<file path="src/rtl/rst_seq.sv">
// rst_seq: power-on / soft reset sequencer.
// A SYNC_STAGES-flop synchronizer qualifies release of the async power-on
// reset. The outputs are then held in reset for STRETCH cycles and released
// one at a time, GAP cycles apart, lowest index first. A soft request
// (sw_rst_req) in RELEASE or RUN restarts the sequence and is counted in
// sw_cnt, which saturates at 255.
// Optional feature: define RST_SEQ_DEBOUNCE_EN to require DEB_LEN
// consecutive high samples before a soft request is accepted.
module rst_seq #(
  parameter int unsigned SYNC_STAGES = 2,
  parameter int unsigned STRETCH     = 16,
  parameter int unsigned GAP         = 4,
  parameter int unsigned DEB_LEN     = 4
) (
  input  logic       clk,
  input  logic       reset,
  input  logic       sw_rst_req,
  output logic [2:0] rst_out,
  output logic       done,
  output logic [1:0] rst_cause,
  output logic [7:0] sw_cnt
);

  localparam bit CFG_OK = (SYNC_STAGES >= 2) && (SYNC_STAGES <= 4) &&
                          (STRETCH >= 1) && (STRETCH <= 255) &&
                          (GAP >= 1) && (GAP <= 255) &&
                          (DEB_LEN >= 2) && (DEB_LEN <= 15);

  generate
    if (!CFG_OK) begin : g_cfg_bad
      $error("rst_seq: parameter out of legal range");
    end
  endgenerate

  localparam logic [7:0] STRETCH_LAST = 8'(STRETCH - 1);
  localparam logic [7:0] GAP_LAST     = 8'(GAP - 1);
  localparam logic [1:0] CAUSE_POR    = 2'b01;
  localparam logic [1:0] CAUSE_SOFT   = 2'b10;

  typedef enum logic [1:0] {
    ASSERT  = 2'd0,
    RELEASE = 2'd1,
    RUN     = 2'd2
  } state_t;

  state_t                 state, state_nxt;
  logic [7:0]             cnt, cnt_nxt;
  logic [2:0]             rst_out_nxt;
  logic                   done_nxt;
  logic [1:0]             cause_nxt;
  logic [7:0]             sw_cnt_nxt;
  logic                   armed, armed_nxt;
  logic [SYNC_STAGES-1:0] sync_ff;
  logic                   rst_ok;
  logic                   req_q;
  logic                   accept;

  // Reset-release synchronizer: asserts immediately, releases after SYNC_STAGES edges.
  always_ff @(posedge clk or negedge reset) begin
    if (!reset) sync_ff <= '0;
    else        sync_ff <= {sync_ff[SYNC_STAGES-2:0], 1'b1};
  end

  assign rst_ok = sync_ff[SYNC_STAGES-1];

`ifdef RST_SEQ_DEBOUNCE_EN
  localparam logic [3:0] DEB_LAST = 4'(DEB_LEN - 1);
  logic [3:0] deb_cnt;

  // Count consecutive high samples of the request; any low sample clears it.
  always_ff @(posedge clk or negedge reset) begin
    if (!reset)                 deb_cnt <= '0;
    else if (!sw_rst_req)       deb_cnt <= '0;
    else if (deb_cnt != DEB_LAST) deb_cnt <= deb_cnt + 4'd1;
  end

  // Qualified once DEB_LEN-1 prior highs are stored and the current sample is high.
  always_comb begin
    req_q = sw_rst_req && (deb_cnt == DEB_LAST);
  end
`else
  // Every high sample qualifies.
  always_comb begin
    req_q = sw_rst_req;
  end
`endif

  // A qualified request is taken once per high period, only outside ASSERT.
  always_comb begin
    accept = req_q && armed && (state != ASSERT);
  end

  // State and output registers.
  always_ff @(posedge clk or negedge reset) begin
    if (!reset) begin
      state     <= ASSERT;
      cnt       <= '0;
      rst_out   <= '1;
      done      <= 1'b0;
      rst_cause <= CAUSE_POR;
      sw_cnt    <= '0;
      armed     <= 1'b0;
    end else begin
      state     <= state_nxt;
      cnt       <= cnt_nxt;
      rst_out   <= rst_out_nxt;
      done      <= done_nxt;
      rst_cause <= cause_nxt;
      sw_cnt    <= sw_cnt_nxt;
      armed     <= armed_nxt;
    end
  end

  // Next-state and next-output logic; an accepted soft request overrides all.
  always_comb begin
    state_nxt   = state;
    cnt_nxt     = cnt;
    rst_out_nxt = rst_out;
    done_nxt    = done;
    cause_nxt   = rst_cause;
    sw_cnt_nxt  = sw_cnt;
    armed_nxt   = armed;

    // A low sample re-arms acceptance for the next request.
    if (!sw_rst_req) armed_nxt = 1'b1;

    unique case (state)
      ASSERT: begin
        rst_out_nxt = '1;
        done_nxt    = 1'b0;
        if (!rst_ok || sw_rst_req) begin
          cnt_nxt = '0;
        end else if (cnt == STRETCH_LAST) begin
          state_nxt   = RELEASE;
          cnt_nxt     = '0;
          rst_out_nxt = 3'b110;
        end else begin
          cnt_nxt = cnt + 8'd1;
        end
      end
      RELEASE: begin
        done_nxt = 1'b0;
        if (cnt == GAP_LAST) begin
          cnt_nxt = '0;
          // rst_out[1] still high means the first gap is in progress.
          if (rst_out[1]) begin
            rst_out_nxt = 3'b100;
          end else begin
            rst_out_nxt = 3'b000;
            done_nxt    = 1'b1;
            state_nxt   = RUN;
          end
        end else begin
          cnt_nxt = cnt + 8'd1;
        end
      end
      RUN: begin
        rst_out_nxt = 3'b000;
        done_nxt    = 1'b1;
        cnt_nxt     = '0;
      end
      default: begin
        state_nxt   = ASSERT;
        cnt_nxt     = '0;
        rst_out_nxt = '1;
        done_nxt    = 1'b0;
      end
    endcase

    if (accept) begin
      state_nxt   = ASSERT;
      cnt_nxt     = '0;
      rst_out_nxt = '1;
      done_nxt    = 1'b0;
      cause_nxt   = CAUSE_SOFT;
      armed_nxt   = 1'b0;
      if (sw_cnt != 8'hFF) sw_cnt_nxt = sw_cnt + 8'd1;
    end
  end

endmodule

</file>
<file path="config.mk">
export PLATFORM = sky130hd
export DESIGN_NAME = rst_seq
export DESIGN_NICKNAME = d
export VERILOG_FILES = /design/src/rtl/rst_seq.sv
export SDC_FILE = /design/constraint.sdc
export NUM_CORES = 1
export LEC_CHECK = 0
export BUFFER_PORTS_ARGS = -buffer_cell sky130_fd_sc_hd__buf_2
export CAP_MARGIN = 20
export CORE_UTILIZATION = 39
export CTS_BUF_LIST = sky130_fd_sc_hd__clkbuf_8
export DETAILED_ROUTE_END_ITERATION = 8
export GPL_TIMING_DRIVEN = 0
export PLACE_DENSITY = 0.61
export SLEW_MARGIN = 30
export SYNTH_ARGS = -nofsm -noshare
export SYNTH_HDL_FRONTEND = slang
export SYNTH_SLANG_ARGS = --single-unit
</file>
<file path="constraint.sdc">
create_clock -name clk -period 2.3 [get_ports clk]
set_clock_uncertainty 0.1 [all_clocks]
set_input_delay 0.46 -clock clk [delete_from_list [all_inputs] [get_ports clk]]
set_output_delay 0.46 -clock clk [all_outputs]
set_load 0.1 [all_outputs]
</file>
== Word level (Yosys, flattened, before mapping) ==
Cells that the tools add are included.
Storage, ports and cells
  register bits after elaboration: 27
  logic and storage cells: 52
  output and inout port bits: 14
Operators by class
  add/subtract/negate cells: 2
  multiplexer cells: 23
  reductions and logical operators: 8
  equal/unequal tests: 11
Operators by type and width (count)
  8-bit 2-to-1 mux: 4
  8-bit by 1-bit adder with 8-bit output, second input constant: 2
  8-bit case mux with 2 select lines: 1
  3-bit != test, second input constant: 4
  2-bit 2-to-1 mux: 5
  3-bit 2-to-1 mux: 3
  3-bit case mux with 3 select lines: 1
  8-bit by 2-bit == test with 1-bit output, second input constant: 1
  8-bit by 4-bit == test with 1-bit output, second input constant: 1
  8-bit != test, second input constant: 1
  1-bit 2-to-1 mux: 7
  2-bit case mux with 3 select lines: 1
  5-bit AND reduction: 1
  2-bit by 1-bit == test with 1-bit output, second input constant: 1
  2-bit == test, second input constant: 1
  1-bit logical AND: 2
  2-bit zero test: 1
  2-bit by 1-bit != test with 1-bit output, second input constant: 1
  2-bit != test, second input constant: 1
  1-bit case mux with 2 select lines: 1
  2-bit AND reduction: 1
  2-bit nonzero test: 1
  1-bit zero test: 1
  1-bit logical OR: 1

== Depth between registers and ports, before layout ==
Gate-level depths: netlist (run 1).
  depth after elaboration: 5
  gate-level depth with buffers: 7

== Worst setup path after synthesis (run 1) ==
No wires, ideal clock.
  path kind: flip-flop to flip-flop
  from: register sw_cnt[0]
  to: register sw_cnt[1]
  arrival time: 2098 ps
  period minus slack after synthesis: 2326 ps
  required time: 2072 ps
  setup time: 128 ps
  setup slack: -26 ps
  stages on the path, launching flop included: 5
  cells stage by stage: dfrtp_1 > ha_1 > and4_1 > a41oi_2 > mux2_1
On the way
  cells in the longest elaborated chain, start to end: 2
  elaborated cells on any way between the ends: 3
  classes of those cells: 1 x add/sub; 1 x eq/ne; 1 x reduce/logical
Ends and longest elaborated chain
  start: declaration: line 21  | output logic [7:0] sw_cnt
  start signal: assignment: line 109  | sw_cnt <= sw_cnt_nxt;
  branches (longest 2 deep; another with 8-bit by 1-bit adder with 8-bit output)
Parallel ways; which one is timed is not known.
A chain may end at the register's enable or synchronous reset.

== Final worst setup path (run 1) ==
  from: register state[0]
  to: register state[0]
On the way
  elaborated cells on any way between the ends: 13
  classes of those cells: 7 x eq/ne; 2 x mux; 4 x reduce/logical
RTL lines
  start: declaration: line 46  | state_t state, state_nxt;
  start signal: assignment: line 104  | state <= state_nxt;
  2-bit == test, or another cell as far along: line 127  | unique case (state)
  2-bit case mux with 3 select lines or 1-bit logical AND (tied branches): line 127, 90
  2-bit 2-to-1 mux *: line 170  | if (accept) begin
  named net state_nxt[0]: line 46
The timed path passes the listed nets; every way through them passes the cells marked *.

==> impl_metrics.toml, run 1 <==
[critical_path]
critPathRequiredTime_ns = 2.38
cp_max_fo = 10
cp-start-kind = "flip-flop"
worstSetupPathType = "reg -> reg"
reg2reg_depth = 6
cp.arrival_ns = 2.20
endpoint_kind = "flip-flop"

[floorplan]
dieArea_mm2 = 0.00363
pin_count = 17
num_rows = 20
fp.dieW_um = 60.2
start_util_pct = 42.3
coreArea_mm2 = 0.00313
die_h_um = 60.2

[clock_network]
numCtsBuffers = 3
clockBufferDepth = 2
worst_skew_pair.late_latency_ns = 0.27
clock_sinks = 27
clkTransAtPathRegs_ns = 0.09
cts.repair.resized = 0
clock-root-buffer = "clkbuf_8"
htree_levels = 1
cts_tree = "built"

[timing]
tightest_slew_ns = 0.595
setup_viol = 0
min_period_over_period_pct = 92.3
setup_tns_ns = 0
max_slew_margin_pct = 60.3
finalCriticalPeriod_ns = 2.12
rsz0062_at_grt = "no"
final-max-slew-violation-count = 0
fin_hold_ws_ns = 0.0823
clock.fmax_mhz = 471
hold_viol_final = 0

[cells_and_area]
fillers = 293
layout_commonest_cell = "dfrtp_1"
drive_gt1_share_pct = 21.0
layout_common_cells = "dfrtp_1 (21), buf_2 (16), nand2_1 (13), nor2_1 (12), nand3_1 (8)"
diodes = 0
nets = 153
area_growth_pct = 14.4

[power_and_ir_drop]
powerDensity_mw_per_mm2 = 514
power.switching_mw = 0.171
internal_power_mw = 0.607
share_comb_of_total_power_pct = 4.8
switching_share_pct = 21.9
clockPowerShare_pct = 33.0
ir_worst_vdd_uv = 283
power.leakage_nw = 0.681
pwr-share-seq_pct = 62.2

[global_routing]
grt_pass1_wl_um = 4180
grt_util_all_layers_pct = 15.7
grt-ovfl-total = 0
grt_pass1_vias = 934
grt_max_degree = 28
antenna_found_initial = 0

[synth]
synthTopCellsByArea = "dfrtp_1 (44%), dfstp_2 (7.9%), ha_1 (5.7%)"
synth_cells = 122
ys_ff_latch = 27
synth_top_cell_by_area = "dfrtp_1"
synth-edff-count = 0
netlist_area_mm2 = 0.00132
synth_top_area_share_pct = 43.5
async_reset_ff_share_pct = 100
syn_nets = 131
synth_flop_cell = "dfrtp_1"
syn_area_per_cell_um2 = 10.8
ys_warn_count = 0
ys_seq_area_share_pct = 51.5
ys_types = 41

[placement]
port_buffers = 16
gp_congestion = 0.846
hpwlAfterDp_um = 1740

[drt]
via_count = 950
routed_wl_um = 2330
first_pass_iters = 4
drc = 0
drt_iter0_drc = 29
viasPerCell = 5.08
ant_nets = 0
routedWlPerCell_um = 12.5

[min_path]
hold_path_class = "in -> async"

[outcome]
status = "completed"

[flow_run]
cap_violations = 0
==> timing repair <==
| item | 4_1_cts | 5_1_grt |
|---|---|---|
| hold buffers | 0 | 0 |
| endpoints found under the setup margin | 2 | 0 |
| setup buffers | 1 | 0 |
==> stage by stage <==
step / utilization (%) / power, mW / cell area, µm² / std cells / setup slack (ns)
final: 48.4 / 0.777 / 1510 / 187 / 0.178
after floorplan: - / 0.515 / 1330 / 122 / 0.121
after detailed placement: 46.7 / 0.532 / 1460 / 182 / -0.0234
after CTS: 48.4 / 0.790 / 1510 / 187 / 0.172
after global placement: 46.7 / 0.531 / 1460 / 182 / 0.0208
after global routing: 48.4 / 0.810 / 1510 / 187 / 0.0241
==> worst paths after layout <==
check	from	end	slack (ns)
setup / recovery	state[0]	state[0]	0.18
hold reg to reg	sync_ff[0]	sync_ff[1]	0.26
min in group clk	sync_ff[0]	sync_ff[1]	0.26
setup reg to reg	state[0]	state[0]	0.18
hold / removal	reset	state[0]	0.08
max in group asynchronous	reset	sw_cnt[1]	1.58
==> Yosys cell counts, drive strengths merged (2+ instances only) <==
library cell and count:
a2111oi 2, inv 5, xnor2 7, nand4 2, xor2 3, nor3 2
mux2i 2, dfstp 4, nand2 13, o21ai 2, dfrtp 23, nand3 8
nor2 12, a41oi 2, nand3b 2, clkbuf 2, nand2b 2, nor2b 2
ha 6
==> area by class of cell <==
class / count / area, µm² / share of cell area, %
Tap cell: 44 / 55.1 / 3.64
Multi-Input combinational cell: 88 / 616 / 40.7
Timing Repair Buffer: 17 / 87.6 / 5.79
Buffer: 2 / 7.51 / 0.496
Sequential cell: 27 / 683 / 45.2
Clock buffer: 3 / 41.3 / 2.73
Inverter: 5 / 18.8 / 1.24
Clock inverter: 1 / 3.75 / 0.248
==> worst max-delay path, cell delays in order, from the launching register on <==
cell and delay (ns):
dfrtp_1 0.39, inv_1 0.10, ha_1 0.21, clkbuf_1 0.21, a221o_1 0.39, or3_1 0.34, a221oi_2 0.29
==> registers in the layout (all words and copies together), names as in the netlist <==
name	count
armed	1
sync_ff	2
rst_cause	2
cnt	8
done	1
state	2
rst_out	3
sw_cnt	8
==> routing by layer <==
metal | vias to the layer above | share of wire (%) | track usage, %
met4 | 0 | 1.6 | 6.31
met1 | 464 | 49 | 20.8
met5 | - | 0 | 0
met2 | 13 | 47 | 25.3
li1 | 468 | - | -
met3 | 5 | 2.7 | 2.81
==> power groups by stage <==
stage	sequential, mW	clock (mW)	combinational, mW
after floorplan	0.506	0	0.00937
after global placement	0.493	0	0.0382
after detailed placement	0.493	0	0.0387
after CTS	0.484	0.268	0.0388
after global routing	0.485	0.283	0.0427
final	0.483	0.256	0.0375
==> logic make-up (layout without fill, tap and decap cells) <==
| group | after synthesis | count (layout) | share of synthesized area (%) |
|---|---|---|---|
| adders and majority gates | 6 | 6 | 5.68 |
| xor gates and xnor gates | 10 | 10 | 6.62 |
| DFF | 27 | 27 | 51.5 |
| AOI/OAI and AO/OA | 18 | 18 | 11.8 |
| muxes | 3 | 3 | 2.37 |
| buffers and inverters | 7 | 28 | 1.99 |
| other | 1 | 1 | 0.284 |
| and+or+nand+nor | 50 | 50 | 19.8 |
No activity file was read; power rests on OpenSTA's default activity.
==> run 2, diff against run 1 <==
--- a/config.mk
+++ b/config.mk
@@ -5,13 +5,14 @@
 export SDC_FILE = /design/constraint.sdc
 export NUM_CORES = 1
 export LEC_CHECK = 0
-export BUFFER_PORTS_ARGS = -buffer_cell sky130_fd_sc_hd__buf_2
 export CAP_MARGIN = 20
 export CORE_UTILIZATION = 39
 export CTS_BUF_LIST = sky130_fd_sc_hd__clkbuf_8
 export DETAILED_ROUTE_END_ITERATION = 8
+export DONT_BUFFER_PORTS = 1
 export GPL_TIMING_DRIVEN = 0
-export PLACE_DENSITY = 0.61
+export HOLD_SLACK_MARGIN = 0.1
+export PLACE_DENSITY = 0.56
 export SLEW_MARGIN = 30
 export SYNTH_ARGS = -nofsm -noshare
 export SYNTH_HDL_FRONTEND = slang
==> impl_metrics.toml, run 2 (synthesized netlist as in run 1, its figures left out) <==
[outcome]
status = "completed"

[timing]
clock.fmax_mhz = 469
rsz0062_at_grt = "no"
final-max-slew-violation-count = 0
min_period_over_period_pct = 92.7
tightest_slew_ns = 0.995
finalCriticalPeriod_ns = 2.13
setup_viol = 0
fin_hold_ws_ns = 0.157
max_slew_margin_pct = 33.7
hold_viol_final = 0

[placement]
place_inst = 166
hpwlAfterDp_um = 1660
port_buffers = 0
gp_congestion = 0.813

[floorplan]
dieArea_mm2 = 0.00363
pin_count = 17
coreArea_mm2 = 0.00313
start_util_pct = 42.3
num_rows = 20
die_h_um = 60.2
fp.dieW_um = 60.2

[clock_network]
clkTransAtPathRegs_ns = 0.09
htree_levels = 1
clock-root-buffer = "clkbuf_8"
worst_skew_pair.late_latency_ns = 0.26
clock_sinks = 27
cts_tree = "built"
numCtsBuffers = 3
clockBufferDepth = 2

[global_routing]
grt_util_all_layers_pct = 15.2
grt-ovfl-total = 0
grt_max_degree = 28
grt_pass1_wl_um = 4060
antenna_found_initial = 0
grt_pass1_vias = 928

[power_and_ir_drop]
powerDensity_mw_per_mm2 = 531
power.leakage_nw = 0.617
ir_worst_vdd_uv = 190
finalPower_mw = 0.780

[critical_path]
cp_top_family = "flip-flops"
slowest_delay_ns = 0.73
worstSetupPathType = "reg -> reg"
cp.arrival_ns = 2.18
path_buf_inv = 0
cp-start-kind = "flip-flop"
path_cells = "ha_1 > and4_1 > a41oi_2 > mux2_1"
cp_max_fo = 5
endpoint_kind = "flip-flop"
slowest_stage = "dfrtp_2"
critPathRequiredTime_ns = 2.35

[cells_and_area]
diodes = 0
layout_common_cells = "dfrtp_1 (16), nand2_1 (13), nor2_1 (12), nand3_1 (8)"
nets = 139
area_growth_pct = 11.1
layout_commonest_cell = "dfrtp_1"
drive_gt1_share_pct = 15.5
layoutNonFillerInstCount = 173
top_regs = "cnt x8, sw_cnt x8, rst_out x3"

[drt]
drt_iter0_drc = 8
drc = 0
routed_wl_um = 2320
routedWlPerCell_um = 13.4
viasPerCell = 5.16
ant_nets = 0
first_pass_iters = 4
via_count = 893

[min_path]
hold_path_class = "in -> reg"

[flow_run]
cap_violations = 0
[run 2: routing by layer]
metal	track usage, %	routed length (µm)
met3	3.68	97
met1	19.5	1120
met4	5.98	17
met2	24.5	1080
met5	0	0
[run 2: through the flow]
stage	worst slack, ns	cell area (µm²)	util (%)	TNS (ns)
2_1_floorplan	0.121	1330	-	0
3_3_place_gp	-0.0498	1380	44.1	-0.0981
3_5_place_dp	-0.0656	1380	44.1	-0.170
4_1_cts	0.0161	1470	46.8	0
5_1_grt	0.0659	1470	47.0	0
6_report	0.167	1470	47.0	0
[run 2: path summary, 6_finish.rpt]
check	start	to	slack [ns]	depth (start not counted)
setup / recovery	sw_cnt[0]	sw_cnt[1]	0.17	4
setup reg to reg	sw_cnt[0]	sw_cnt[1]	0.17	4
hold / removal	sw_rst_req	armed	0.16	1
min in group asynchronous	reset	state[0]	0.53	2
max in group asynchronous	reset	rst_out[0]	1.34	2
hold reg to reg	sync_ff[0]	sync_ff[1]	0.26	0
[run 2: layout make-up]
type,count,area (µm²)
Fill cell,293,1660
Sequential cell,27,689
Multi-Input combinational cell,88,616
Tap cell,44,55.1
Clock buffer,3,41.3
Timing Repair Buffer,3,37.5
Inverter,5,18.8
Buffer,2,7.51
Clock inverter,1,3.75
[run 2: timing repair]
item,CTS,global route
buffers inserted,1,0
hold endpoints to repair,27,0
gates resized for setup,2,1
hold buffers,2,0
setup endpoints to repair,3,1
[run 2: power breakdown]
part / switching, mW / internal, mW / total, mW
clock: 0.138 / 0.119 / 0.257
combinational: 0.0157 / 0.00974 / 0.0255
sequential: 0.0177 / 0.480 / 0.497
total: 0.172 / 0.609 / 0.780
